===== src/rtl/axi4lite_rd_split_64to32_if.sv =====
// rtl/axi4lite_rd_split_64to32_if.sv - upstream AR/R, downstream read and slave-driver signals of the 64-to-32 read splitter
interface axi4lite_rd_split_64to32_if #(
    parameter int ADDR_W = 32
);
    logic [ADDR_W-1:0] m_araddr;
    logic              m_arvalid;
    logic              m_arready;
    logic [63:0]       m_rdata;
    logic [1:0]        m_rresp;
    logic              m_rvalid;
    logic              m_rready;
    logic [ADDR_W-1:0] s_araddr;
    logic [31:0]       s_rdata;
    logic [1:0]        s_rresp;
    logic              drv_start;
    logic              drv_done;

    modport master (
        output m_araddr, m_arvalid, m_rready, s_rdata, s_rresp, drv_done,
        input  m_arready, m_rdata, m_rresp, m_rvalid, s_araddr, drv_start
    );

    modport slave (
        input  m_araddr, m_arvalid, m_rready, s_rdata, s_rresp, drv_done,
        output m_arready, m_rdata, m_rresp, m_rvalid, s_araddr, drv_start
    );
endinterface


===== src/rtl/axi4lite_rd_split_64to32.sv =====
// rtl/axi4lite_rd_split_64to32.sv - splits one 64-bit AXI4-Lite read into two 32-bit reads, low word first
module axi4lite_rd_split_64to32 #(
    parameter int ADDR_W       = 32,
    parameter bit ABORT_ON_ERR = 1'b0
) (
    input logic                           clk,
    input logic                           rst_n,
    axi4lite_rd_split_64to32_if.slave     bus
);
    typedef enum logic [2:0] {
        INIT, IDLE, RD_LO, WAIT_LO, RD_HI, WAIT_HI, RESP
    } state_t;

    state_t            state, state_next;
    logic [ADDR_W-1:0] araddr_q;
    logic [31:0]       lo_data, hi_data;
    logic [1:0]        lo_resp, hi_resp;
    logic              abort;
    logic              unused_addr_lsb;

    // The low three address bits are dropped: every access is 64-bit aligned.
    assign unused_addr_lsb = ^bus.m_araddr[2:0];
    assign abort           = ABORT_ON_ERR && bus.s_rresp[1];

    always_ff @(posedge clk or negedge rst_n) begin
        if (!rst_n) state <= INIT;
        else        state <= state_next;
    end

    always_comb begin
        state_next    = state;
        bus.m_arready = 1'b0;
        bus.drv_start = 1'b0;
        bus.m_rvalid  = 1'b0;
        case (state)
            INIT:    state_next = IDLE;
            IDLE: begin
                bus.m_arready = 1'b1;
                if (bus.m_arvalid) state_next = RD_LO;
            end
            RD_LO: begin
                bus.drv_start = 1'b1;
                state_next    = WAIT_LO;
            end
            WAIT_LO: if (bus.drv_done) state_next = abort ? RESP : RD_HI;
            RD_HI: begin
                bus.drv_start = 1'b1;
                state_next    = WAIT_HI;
            end
            WAIT_HI: if (bus.drv_done) state_next = RESP;
            RESP: begin
                bus.m_rvalid = 1'b1;
                if (bus.m_rready) state_next = IDLE;
            end
            default: state_next = INIT;
        endcase
    end

    always_ff @(posedge clk or negedge rst_n) begin
        if (!rst_n) begin
            araddr_q <= '0;
            lo_data  <= '0;
            lo_resp  <= 2'b00;
            hi_data  <= '0;
            hi_resp  <= 2'b00;
        end else begin
            case (state)
                IDLE: if (bus.m_arvalid) araddr_q <= {bus.m_araddr[ADDR_W-1:3], 3'b000};
                WAIT_LO: if (bus.drv_done) begin
                    lo_data  <= bus.s_rdata;
                    lo_resp  <= bus.s_rresp;
                    araddr_q <= {araddr_q[ADDR_W-1:3], 3'b100};
                    if (abort) begin
                        hi_data <= '0;
                        hi_resp <= 2'b00;
                    end
                end
                WAIT_HI: if (bus.drv_done) begin
                    hi_data <= bus.s_rdata;
                    hi_resp <= bus.s_rresp;
                end
                default: ;
            endcase
        end
    end

    // DECERR dominates SLVERR; EXOKAY collapses to OKAY.
    always_comb begin
        if (lo_resp == 2'b11 || hi_resp == 2'b11)      bus.m_rresp = 2'b11;
        else if (lo_resp == 2'b10 || hi_resp == 2'b10) bus.m_rresp = 2'b10;
        else                                           bus.m_rresp = 2'b00;
    end

    assign bus.s_araddr = araddr_q;
    assign bus.m_rdata  = {hi_data, lo_data};
endmodule


===== src/flat_wrapper.sv =====
// flat-port wrapper written by rule: the top's interface ports become plain ports
module axi4lite_rd_split_64to32_flat 
#(
    parameter int ADDR_W       = 32,
    parameter bit ABORT_ON_ERR = 1'b0
)
  (clk, rst_n, bus_m_araddr, bus_m_arvalid, bus_m_rready, bus_s_rdata, bus_s_rresp, bus_drv_done, bus_m_arready, bus_m_rdata, bus_m_rresp, bus_m_rvalid, bus_s_araddr, bus_drv_start);
  axi4lite_rd_split_64to32_if #(.ADDR_W(ADDR_W)) bus_i ();
  input logic clk;
  input logic rst_n;
  input wire logic [$bits(bus_i.m_araddr)-1:0] bus_m_araddr;
  input wire logic [$bits(bus_i.m_arvalid)-1:0] bus_m_arvalid;
  input wire logic [$bits(bus_i.m_rready)-1:0] bus_m_rready;
  input wire logic [$bits(bus_i.s_rdata)-1:0] bus_s_rdata;
  input wire logic [$bits(bus_i.s_rresp)-1:0] bus_s_rresp;
  input wire logic [$bits(bus_i.drv_done)-1:0] bus_drv_done;
  output wire logic [$bits(bus_i.m_arready)-1:0] bus_m_arready;
  output wire logic [$bits(bus_i.m_rdata)-1:0] bus_m_rdata;
  output wire logic [$bits(bus_i.m_rresp)-1:0] bus_m_rresp;
  output wire logic [$bits(bus_i.m_rvalid)-1:0] bus_m_rvalid;
  output wire logic [$bits(bus_i.s_araddr)-1:0] bus_s_araddr;
  output wire logic [$bits(bus_i.drv_start)-1:0] bus_drv_start;
  assign bus_i.m_araddr = bus_m_araddr;
  assign bus_i.m_arvalid = bus_m_arvalid;
  assign bus_i.m_rready = bus_m_rready;
  assign bus_i.s_rdata = bus_s_rdata;
  assign bus_i.s_rresp = bus_s_rresp;
  assign bus_i.drv_done = bus_drv_done;
  assign bus_m_arready = bus_i.m_arready;
  assign bus_m_rdata = bus_i.m_rdata;
  assign bus_m_rresp = bus_i.m_rresp;
  assign bus_m_rvalid = bus_i.m_rvalid;
  assign bus_s_araddr = bus_i.s_araddr;
  assign bus_drv_start = bus_i.drv_start;
  axi4lite_rd_split_64to32 #(.ADDR_W(ADDR_W), .ABORT_ON_ERR(ABORT_ON_ERR)) u_core (.clk(clk), .rst_n(rst_n), .bus(bus_i));
endmodule

===== config.mk =====
export PLATFORM = sky130hd
export DESIGN_NAME = axi4lite_rd_split_64to32_flat
export DESIGN_NICKNAME = d
export VERILOG_FILES = /design/src/rtl/axi4lite_rd_split_64to32_if.sv /design/src/rtl/axi4lite_rd_split_64to32.sv /design/src/flat_wrapper.sv
export SDC_FILE = /design/constraint.sdc
export NUM_CORES = 1
export LEC_CHECK = 0
export CORE_MARGIN = 8
export CORE_UTILIZATION = 42
export DETAILED_ROUTE_END_ITERATION = 16
export PLACE_DENSITY_LB_ADDON = 0.15
export SLEW_MARGIN = 10
export SYNTH_ARGS = -nofsm -noshare
export SYNTH_HDL_FRONTEND = slang
export SYNTH_SLANG_ARGS = --single-unit

===== constraint.sdc =====
create_clock -name clk -period 2.1 [get_ports clk]
set_clock_uncertainty 0.1 [all_clocks]
set_input_delay 0.42 -clock clk [delete_from_list [all_inputs] [get_ports clk]]
set_output_delay 0.42 -clock clk [all_outputs]
set_load 0.01 [all_outputs]

## Word level (Yosys, flattened, before mapping)

Index checks and enable logic that the tools add are counted.

| storage, ports and cells | value |
|---|---|
| register bits | 103 |
| output and inout bits | 101 |
| logic and storage cells | 45 |

| operators by class | value |
|---|---|
| equality and inequality tests | 14 |
| multiplexer cells | 13 |
| bitwise logic cells | 1 |
| reduce and logical (&&, ||, !) cells | 10 |

Operators by type and width:

| kind | count |
|---|---|
| $pmux W32 S2 | 1 |
| $mux W32 | 1 |
| $pmux W3 S7 | 1 |
| $mux W3 | 5 |
| $eq A3 B3 Y1 const B | 3 |
| $eq A2 B2 Y1 const B | 4 |
| $ne A2 B2 Y1 const B | 4 |
| $eq A3 B2 Y1 const B | 2 |
| $reduce_and A3 Y1 | 2 |
| $mux W2 | 2 |
| $reduce_and A2 Y1 | 2 |
| $reduce_and A4 Y1 | 1 |
| $eq A3 B1 Y1 const B | 1 |
| $logic_not A3 Y1 | 1 |
| $mux W1 | 3 |
| $logic_or A1 B1 Y1 | 2 |
| $reduce_bool A2 Y1 | 1 |
| $reduce_or A2 Y1 | 1 |
| $not A1 Y1 | 1 |

## Logic depth before layout (Yosys ltp)

Gate-level depths: netlist (run 1).

| depth | value |
|---|---|
| word-level depth | 4 |
| mapped depth | 6 |

## Worst setup path after synthesis (run 1)

Ideal clock, no wire load.

| timing | value |
|---|---|
| path type | register to register |
| from | reg u_core.state[2] |
| to | reg u_core.araddr_q[21] (netlist: u_core.bus.s_araddr[21]) |
| arrival time | 1432 ps |
| required time | 1875 ps |
| slack | 444 ps |
| cell stages (with the launch flop) | 7 |
| path buffers | 3 |
| cell sequence | dfrtp_1 -> buf_2 -> nand2b_1 -> nor2_1 -> buf_4 -> buf_4 -> mux2_2 |

| on the way | value |
|---|---|
| cells in the longest elaborated chain, start to end | 3 |
| elaborated cells on any way between the ends | 4 |

Ends and longest elaborated chain:

| what | RTL line | RTL |
|---|---|---|
| start: declaration | axi4lite_rd_split_64to32.sv:14 | `state_t state, state_next;` |
| start signal: assignment | axi4lite_rd_split_64to32.sv:27 | `else state <= state_next;` |
| $eq A3 B2 Y1 | axi4lite_rd_split_64to32.sv:67 | `case (state)` |
| $not A1 Y1 (no source line) | -- |  |
| $reduce_and A3 Y1 (no source line) (*) | -- |  |
| end signal: assignment | axi4lite_rd_split_64to32.sv:68 | `IDLE: if (bus.m_arvalid) araddr_q <= {bus.m_araddr[ADDR_W-1:3], 3'b000};` |
| end signal: assignment | axi4lite_rd_split_64to32.sv:72 | `araddr_q <= {araddr_q[ADDR_W-1:3], 3'b100};` |
| end: declaration | axi4lite_rd_split_64to32.sv:15 | `logic [ADDR_W-1:0] araddr_q;` |

Mark *: on every way between the ends. The rest lies on a longest branch, timed or not.
A chain may end at the register's enable or synchronous reset.

## Final worst setup path (run 1)

| timing | value |
|---|---|
| from | reg u_core.state[0] |
| to | out bus_m_rvalid |

| on the way | value |
|---|---|
| cells in the longest elaborated chain, start to end | 2 |

Ends and longest elaborated chain:

| what | RTL line | RTL |
|---|---|---|
| $eq A3 B3 Y1 | axi4lite_rd_split_64to32.sv:35 | `case (state)` |
| $mux W1 | axi4lite_rd_split_64to32.sv:35 |  |
| end: declaration | flat_wrapper.sv:20 | `output wire logic [$bits(bus_i.m_rvalid)-1:0] bus_m_rvalid;` |

No other way between the ends.

==> impl_results.md, run 1 <==
- Sum Neg Setup Slack: 0 ns
- Sw Share: 29.2%
- RSZ-0062 raised after global routing: no
- CP max FO: 7
- Nets: 491
- Worst EP required: 1.58 ns
- WL per Instance: 17.1 um
- IO Pins: 172
- CP max stage delay: 0.57 ns
- Internal power: 6650 uW
- Gr ovfl total: 0
- Seq pwr share: 36.6%
- HPWL after DPL: 7120 um
- First-pass GRT wire length: 15400 um
- Leak: 0.00271 uW
- Layout cells sized above 1: 31.8%
- Total Routing Usage GR: 15.3%
- Finish-stage setup viols: 0
- Critical Path Start Type: flip-flop
- CP Capture Type: primary output
- Worst Path Arrival: 1.49 ns
- CTS tree: done
- Synthesized area per cell: 16.7 sq um
- Starting Density: 42.4%
- CP Class: flip-flop to primary output
- Chip width: 114 um
- Critical path's slowest cell: clkdlybuf4s50_1
- CTS buffer count: 9
- Hold crit path type: flip-flop to flip-flop
- Post-synth top area share: 62.5%
- Drt total wl: 9560 um
- Clk sinks: 101
- CP Cell Sequence: nor2_1 -> clkdlybuf4s50_1
- Max Cap Violations: 0
- Number of DRC markers in iteration 0: 42
- Crit path time final: 2.01 ns
- Clk_lat worst skew: 0.35 ns
- Switching pwr: 2740 uW
- Post-Synthesis Cells: 242
- Core area: 9550 sq um
- GPL Wtd Cong: 0.725
- Largest cells by area after synthesis: dfrtp_1, mux2_2, mux2_4, buf_12, buf_4
- Maximum clock path buffer count: 2
- Post-synth EDFFs: 0
- Initial antenna violation count: 0
- Die height: 114 um
- Die ar.: 13000 sq um
- Total number of vias: 2575
- CP delay by family, top: buffers and inverters
- Fmax: 498 MHz
- Top-count cell post-synth: dfrtp_1
- Cell variety after synth: 24
- Final ANT Viol Nets: 0
- Status: finished, final reports clean
- Row cnt: 36
- Register area share after synthesis: 62.5%
- Top_reg_cell synth: dfrtp_1
- H-tree depth: 3
- Pwr dens: 1530 nW/um^2
- Power share of the clock group: 14.5%
- Largest area contributor in the netlist: dfrtp_1
- Slew Viols, Final: 0
- Number of synthesized register bits: 101
- Fraction of registers with async set/reset: 100%
- DRC: 0
- Clock transition at path regs: 0.09 ns
- Comb power frac: 48.8%
- Max IR drop VDD: 734 uV
- Syn-to-layout area delta: 51.7%
- Final Hold Fails: 0
- Largest net degree at the start of global routing: 52
- Pre-Repair DR Iteration Count: 4
- Synth top cells by count: dfrtp_1, mux2_2, mux2_4
- Synth Warn #: 0
- Vias per cell: 4.61
- Pre-CTS worst setup slack: 0.0184 ns
- Buffers added on ports: 166
- Vias in the first global route: 2867
- Final period util: 95.6%
- Ant diodes: 0
- Cell area after synthesis: 4050 sq um
- Worst setup margin: 0.0923 ns
- Clock root buffer: clkbuf_8
- Buf/Inv on CP: 1
[registers in the layout, summed over array words and instances (netlist names)]
name                 count
u_core.state             3
u_core.lo_resp           2
u_core.lo_data          32
u_core.bus.s_araddr     30
u_core.hi_data          32
u_core.hi_resp           2
[cell type report]
| class | count | area (sq um) |
|---|---|---|
| Fill cell | 747 | 3410 |
| Tap cell | 133 | 166 |
| Multi-Input combinational cell | 127 | 1380 |
| Clock buffer | 12 | 155 |
| Sequential cell | 101 | 2530 |
| Clock inverter | 4 | 70.1 |
| Timing Repair Buffer | 181 | 1840 |
[through the flow]
step           hold slack, ns  utilization [%]  cell area, sq um  instances  total power (uW)
3_3_place_gp            0.256             61.2              5850        534              7950
6_report                0.410             64.3              6140        558              9390
5_1_grt                 0.423             64.3              6140        558              9960
4_1_cts                 0.403             64.0              6110        555              9510
2_1_floorplan          0.0244                -              4050        243              5570
3_5_place_dp            0.261             61.2              5850        534              8060
[worst paths after layout]
path                                    start                      end  slack [ns]  depth (start not counted)
setup / recovery              u_core.state[0]             bus_m_rvalid        0.09                          2
hold / removal             u_core.lo_data[16]       u_core.lo_data[16]        0.41                          1
setup reg to reg              u_core.state[1]       u_core.hi_data[29]        0.31                          5
hold reg to reg            u_core.lo_data[16]       u_core.lo_data[16]        0.41                          1
max in group asynchronous               rst_n       u_core.lo_data[13]        0.89                          3
min in group asynchronous               rst_n  u_core.bus.s_araddr[17]        0.42                          2
[routing by layer]
layer	track usage (%)	vias to the layer above	part of all wire (%)
li1	-	1187	-
met1	16.3	1302	39
met2	26.9	76	52
met3	4.96	10	7.2
met4	7.45	0	1.7
met5	0	-	0
[placed cells by master (no fill, tap or decap)]
cell type,netlist,routed
clkdlybuf4s50_1,0,162
dfrtp_1,101,98
mux2_2,67,67
mux2_4,30,30
clkbuf_8,0,11
buf_4,6,10
nor2_1,7,6
buf_12,3,5
nand2_1,4,4
a21oi_1,3,3
dfrtp_2,0,3
or2_2,1,2
o21ai_0,2,2
conb_1,1,2
bufinv_16,0,2
clkinv_2,0,2
dlygate4sd2_1,0,2
nand2b_4,1,1
xnor2_1,1,1
a22o_1,1,1
and3b_1,1,1
nand2_2,1,1
nand2b_1,1,1
a21boi_0,1,1
o22a_1,1,1
nor2_2,0,1
o211ai_1,1,1
nand3b_1,1,1
clkbuf_1,0,1
dlygate4sd3_1,0,1
dlymetal6s2s_1,0,1
[power groups by stage]
stage / logic (uW) / registers, uW / clock network [uW]
2_1_floorplan: 1700 / 3870 / 0
3_3_place_gp: 4470 / 3480 / 0
3_5_place_dp: 4540 / 3520 / 0
4_1_cts: 4620 / 3460 / 1420
5_1_grt: 4870 / 3590 / 1500
6_report: 4580 / 3440 / 1370
[logic make-up after synthesis]
| kind of cell | count (synthesis) | share of synthesized area, % |
|---|---|---|
| AOI/OAI and AO/OA | 9 | 1.42 |
| xor gates and xnor gates | 1 | 0.216 |
| buffers and inverters | 15 | 3.65 |
| DFF | 101 | 62.5 |
| muxes | 97 | 29.8 |
| other | 1 | 0.0927 |
| and+or+nand+nor | 18 | 2.38 |
[timing repair]
| item | in CTS | in global routing |
|---|---|---|
| cloned | 0 | 0 |
| hold endpoints to repair | 24 | 0 |
| hold buffers | 1 | 0 |
| buffers inserted | 4 | 3 |
| setup endpoints to repair | 3 | 2 |
| resized for setup | 5 | 1 |
No activity file was read; power rests on OpenSTA's default activity.
==> run 2, diff against run 1 <==
Settings changed: SLEW_MARGIN 10 to 20.
==> results of run 2 <==
No change in the layout: final DEF, timing and power equal those of run 1.
==> run 3, diff against run 2 <==
Settings changed: GPL_TIMING_DRIVEN set to 0.
==> run 3 against run 2 <==
Routed wire length is 2.8% higher. Non-clock buffer count increased by 2. First-iteration DRC count is 88% higher. Largest cell class unchanged. Largest power group unchanged. Highest routed layer unchanged.
==> impl_results.md, run 3 (synthesized netlist as in run 1, its figures left out) <==
- Slew Viols, Final: 0
- Starting Density: 42.4%
- Hold path endpoint: u_core.lo_data[12]
- Final Hold Fails: 0
- Pre-Repair DR Iteration Count: 4
- CP max stage delay: 0.50 ns
- Max_slew headroom: 64.0%
- Worst R2R Path Depth: 5
- # fillers: 778
- Fmax: 504 MHz
- Final Instance Count excl. Fillers: 560
- Layout cells sized above 1: 30.7%
- Most frequent cells in the layout: clkdlybuf4s50_1, dfrtp_1, mux2_2, mux2_4, clkbuf_8
- Critical path's slowest cell: clkdlybuf4s50_1
- IO Pins: 172
- Hold crit path type: flip-flop to flip-flop
- Maximum clock path buffer count: 2
- Vias per cell: 4.64
- R2r endpoint: u_core.lo_data[16]
- Total number of vias: 2596
- Largest net degree at the start of global routing: 57
- Drt total wl: 9830 um
- Pwr dens: 1530 nW/um^2
- Ant diodes: 0
- Leak: 0.00273 uW
- Number of DRC markers in iteration 0: 79
- FF/Latch Area: 2530 sq um
- Final period util: 94.5%
- Clk sinks: 101
- Worst-Margin Slew: 0.540 ns
- Area of the multi-input gates: 1380 sq um
- R2r setup slk: 0.26 ns
- Initial antenna violation count: 0
- Final ANT Viol Nets: 0
- Finish-stage setup viols: 0
- Nets: 493
- CP Class: flip-flop to primary output
- Core area: 9550 sq um
- DRC: 0
- Hold path startpoint: u_core.lo_data[12]
- Max IR drop VDD: 687 uV
- CP Cell Sequence: a22o_1 -> clkdlybuf4s50_1
- Chip width: 114 um
- Sum Neg Setup Slack: 0 ns
- Crit path time final: 1.98 ns
- Max Cap Violations: 0
- WL per Instance: 17.6 um
- Pre-CTS worst setup slack: -0.142 ns
- Worst setup margin: 0.115 ns
- Buf/Inv on CP: 1
- RSZ-0062 raised after global routing: no
- Overall power: 9430 uW
- CTS tree: done
- Worst Path Arrival: 1.46 ns
- Clock transition at path regs: 0.10 ns
- Finished Cell Area: 6160 sq um
- Syn-to-layout area delta: 52.1%
- Row cnt: 36
- Reg-to-reg critical path startpoint: u_core.state[0]
- First-pass GRT wire length: 15500 um
- Most common cell after layout, fill and taps aside: clkdlybuf4s50_1
- Die height: 114 um
- Hold path depth: 1
- Die ar.: 13000 sq um
- GPL Wtd Cong: 0.728
- Status: finished, final reports clean
- Gr ovfl total: 0
- CP delay by family, top: buffers and inverters
- Total placed instance area: 5910 sq um
- Worst EP required: 1.58 ns
- Total Routing Usage GR: 15.3%
- Clk_lat worst skew: 0.34 ns
- Critical Path Start Type: flip-flop
- Vias in the first global route: 2902
- CP max FO: 3
- CTS buffer count: 9
- Clock root buffer: clkbuf_8
- Buffers added on ports: 166
- HPWL after DPL: 7400 um
- H-tree depth: 3
- Dpl cells: 543
- CP Capture Type: primary output
[run 3: cell types whose count changed in the layout (fill, tap and decap cells not counted), moves of 2 or more]
cell	before	now
dfrtp_2	3	0
buf_4	10	6
dfrtp_1	98	101
buf_2	0	4
buf_6	0	3
buf_12	5	3
[run 3: how the worst max path moves through the flow]
| stage | startpoint | endpoint | slack [ns] | cells after the start |
|---|---|---|---|---|
| floorplan | u_core.state[2] | u_core.bus.s_araddr[21] | 0.44 | 6 |
| global placement | rst_n | u_core.hi_data[19] | -3.28 | 1 |
| detailed placement | bus_drv_done | u_core.lo_data[16] | -0.14 | 5 |
| CTS | u_core.lo_resp[1] | bus_m_rresp[1] | 0.009 | 2 |
| global route | u_core.lo_resp[1] | bus_m_rresp[0] | 0.05 | 2 |
| finish | u_core.lo_resp[1] | bus_m_rresp[0] | 0.12 | 2 |
[run 3: worst reg2reg max path, cell delays in order, from the launching register on]
cell	delay (ns)
dfrtp_1	0.37
buf_4	0.17
and3b_1	0.21
nand2_2	0.20
buf_2	0.32
mux2_2	0.38
[run 3: power by group]
group	leakage, uW	switching [uW]	total [uW]	internal [uW]
sequential	0.00121	491	3420	2930
clock	0.000121	638	1460	825
combinational	0.00140	1610	4550	2940
[run 3: stage by stage]
step	hold slack, ns	utilization [%]
final	0.412	64.5
after detailed placement	0.326	61.9
after floorplan	0.0244	-
after CTS	0.415	64.4
after global placement	0.387	61.6
after global routing	0.424	64.5
[run 3: area by class of cell]
type / instances / share of cell area (%)
multi-input cells: 127 / 22.3
clock inverters: 4 / 1.54
repair buffers: 168 / 27.6
clock buffers: 12 / 2.36
well taps: 133 / 2.70
flip-flops and latches: 101 / 41.1
plain buffers: 15 / 2.40
[run 3: per-layer routing]
| metal | vias up | wire, um | share of wire, % | GRT usage (%) |
|---|---|---|---|---|
| met4 | 0 | 155 | 1.6 | 6.57 |
| met1 | 1315 | 3850 | 39 | 17.2 |
| met3 | 10 | 735 | 7.5 | 4.69 |
| met5 | - | 0 | 0 | 0 |
| met2 | 74 | 5090 | 52 | 26.4 |
| li1 | 1197 | - | - | - |
[run 3: repair_timing]
action / in CTS / in global routing
setup buffers: 0 / 0
hold buffers: 1 / 0
pin swaps: 0 / 0
endpoints found under the hold margin: 55 / 0
cloned: 0 / 0
endpoints found under the setup margin: 3 / 1
resized for setup: 3 / 1
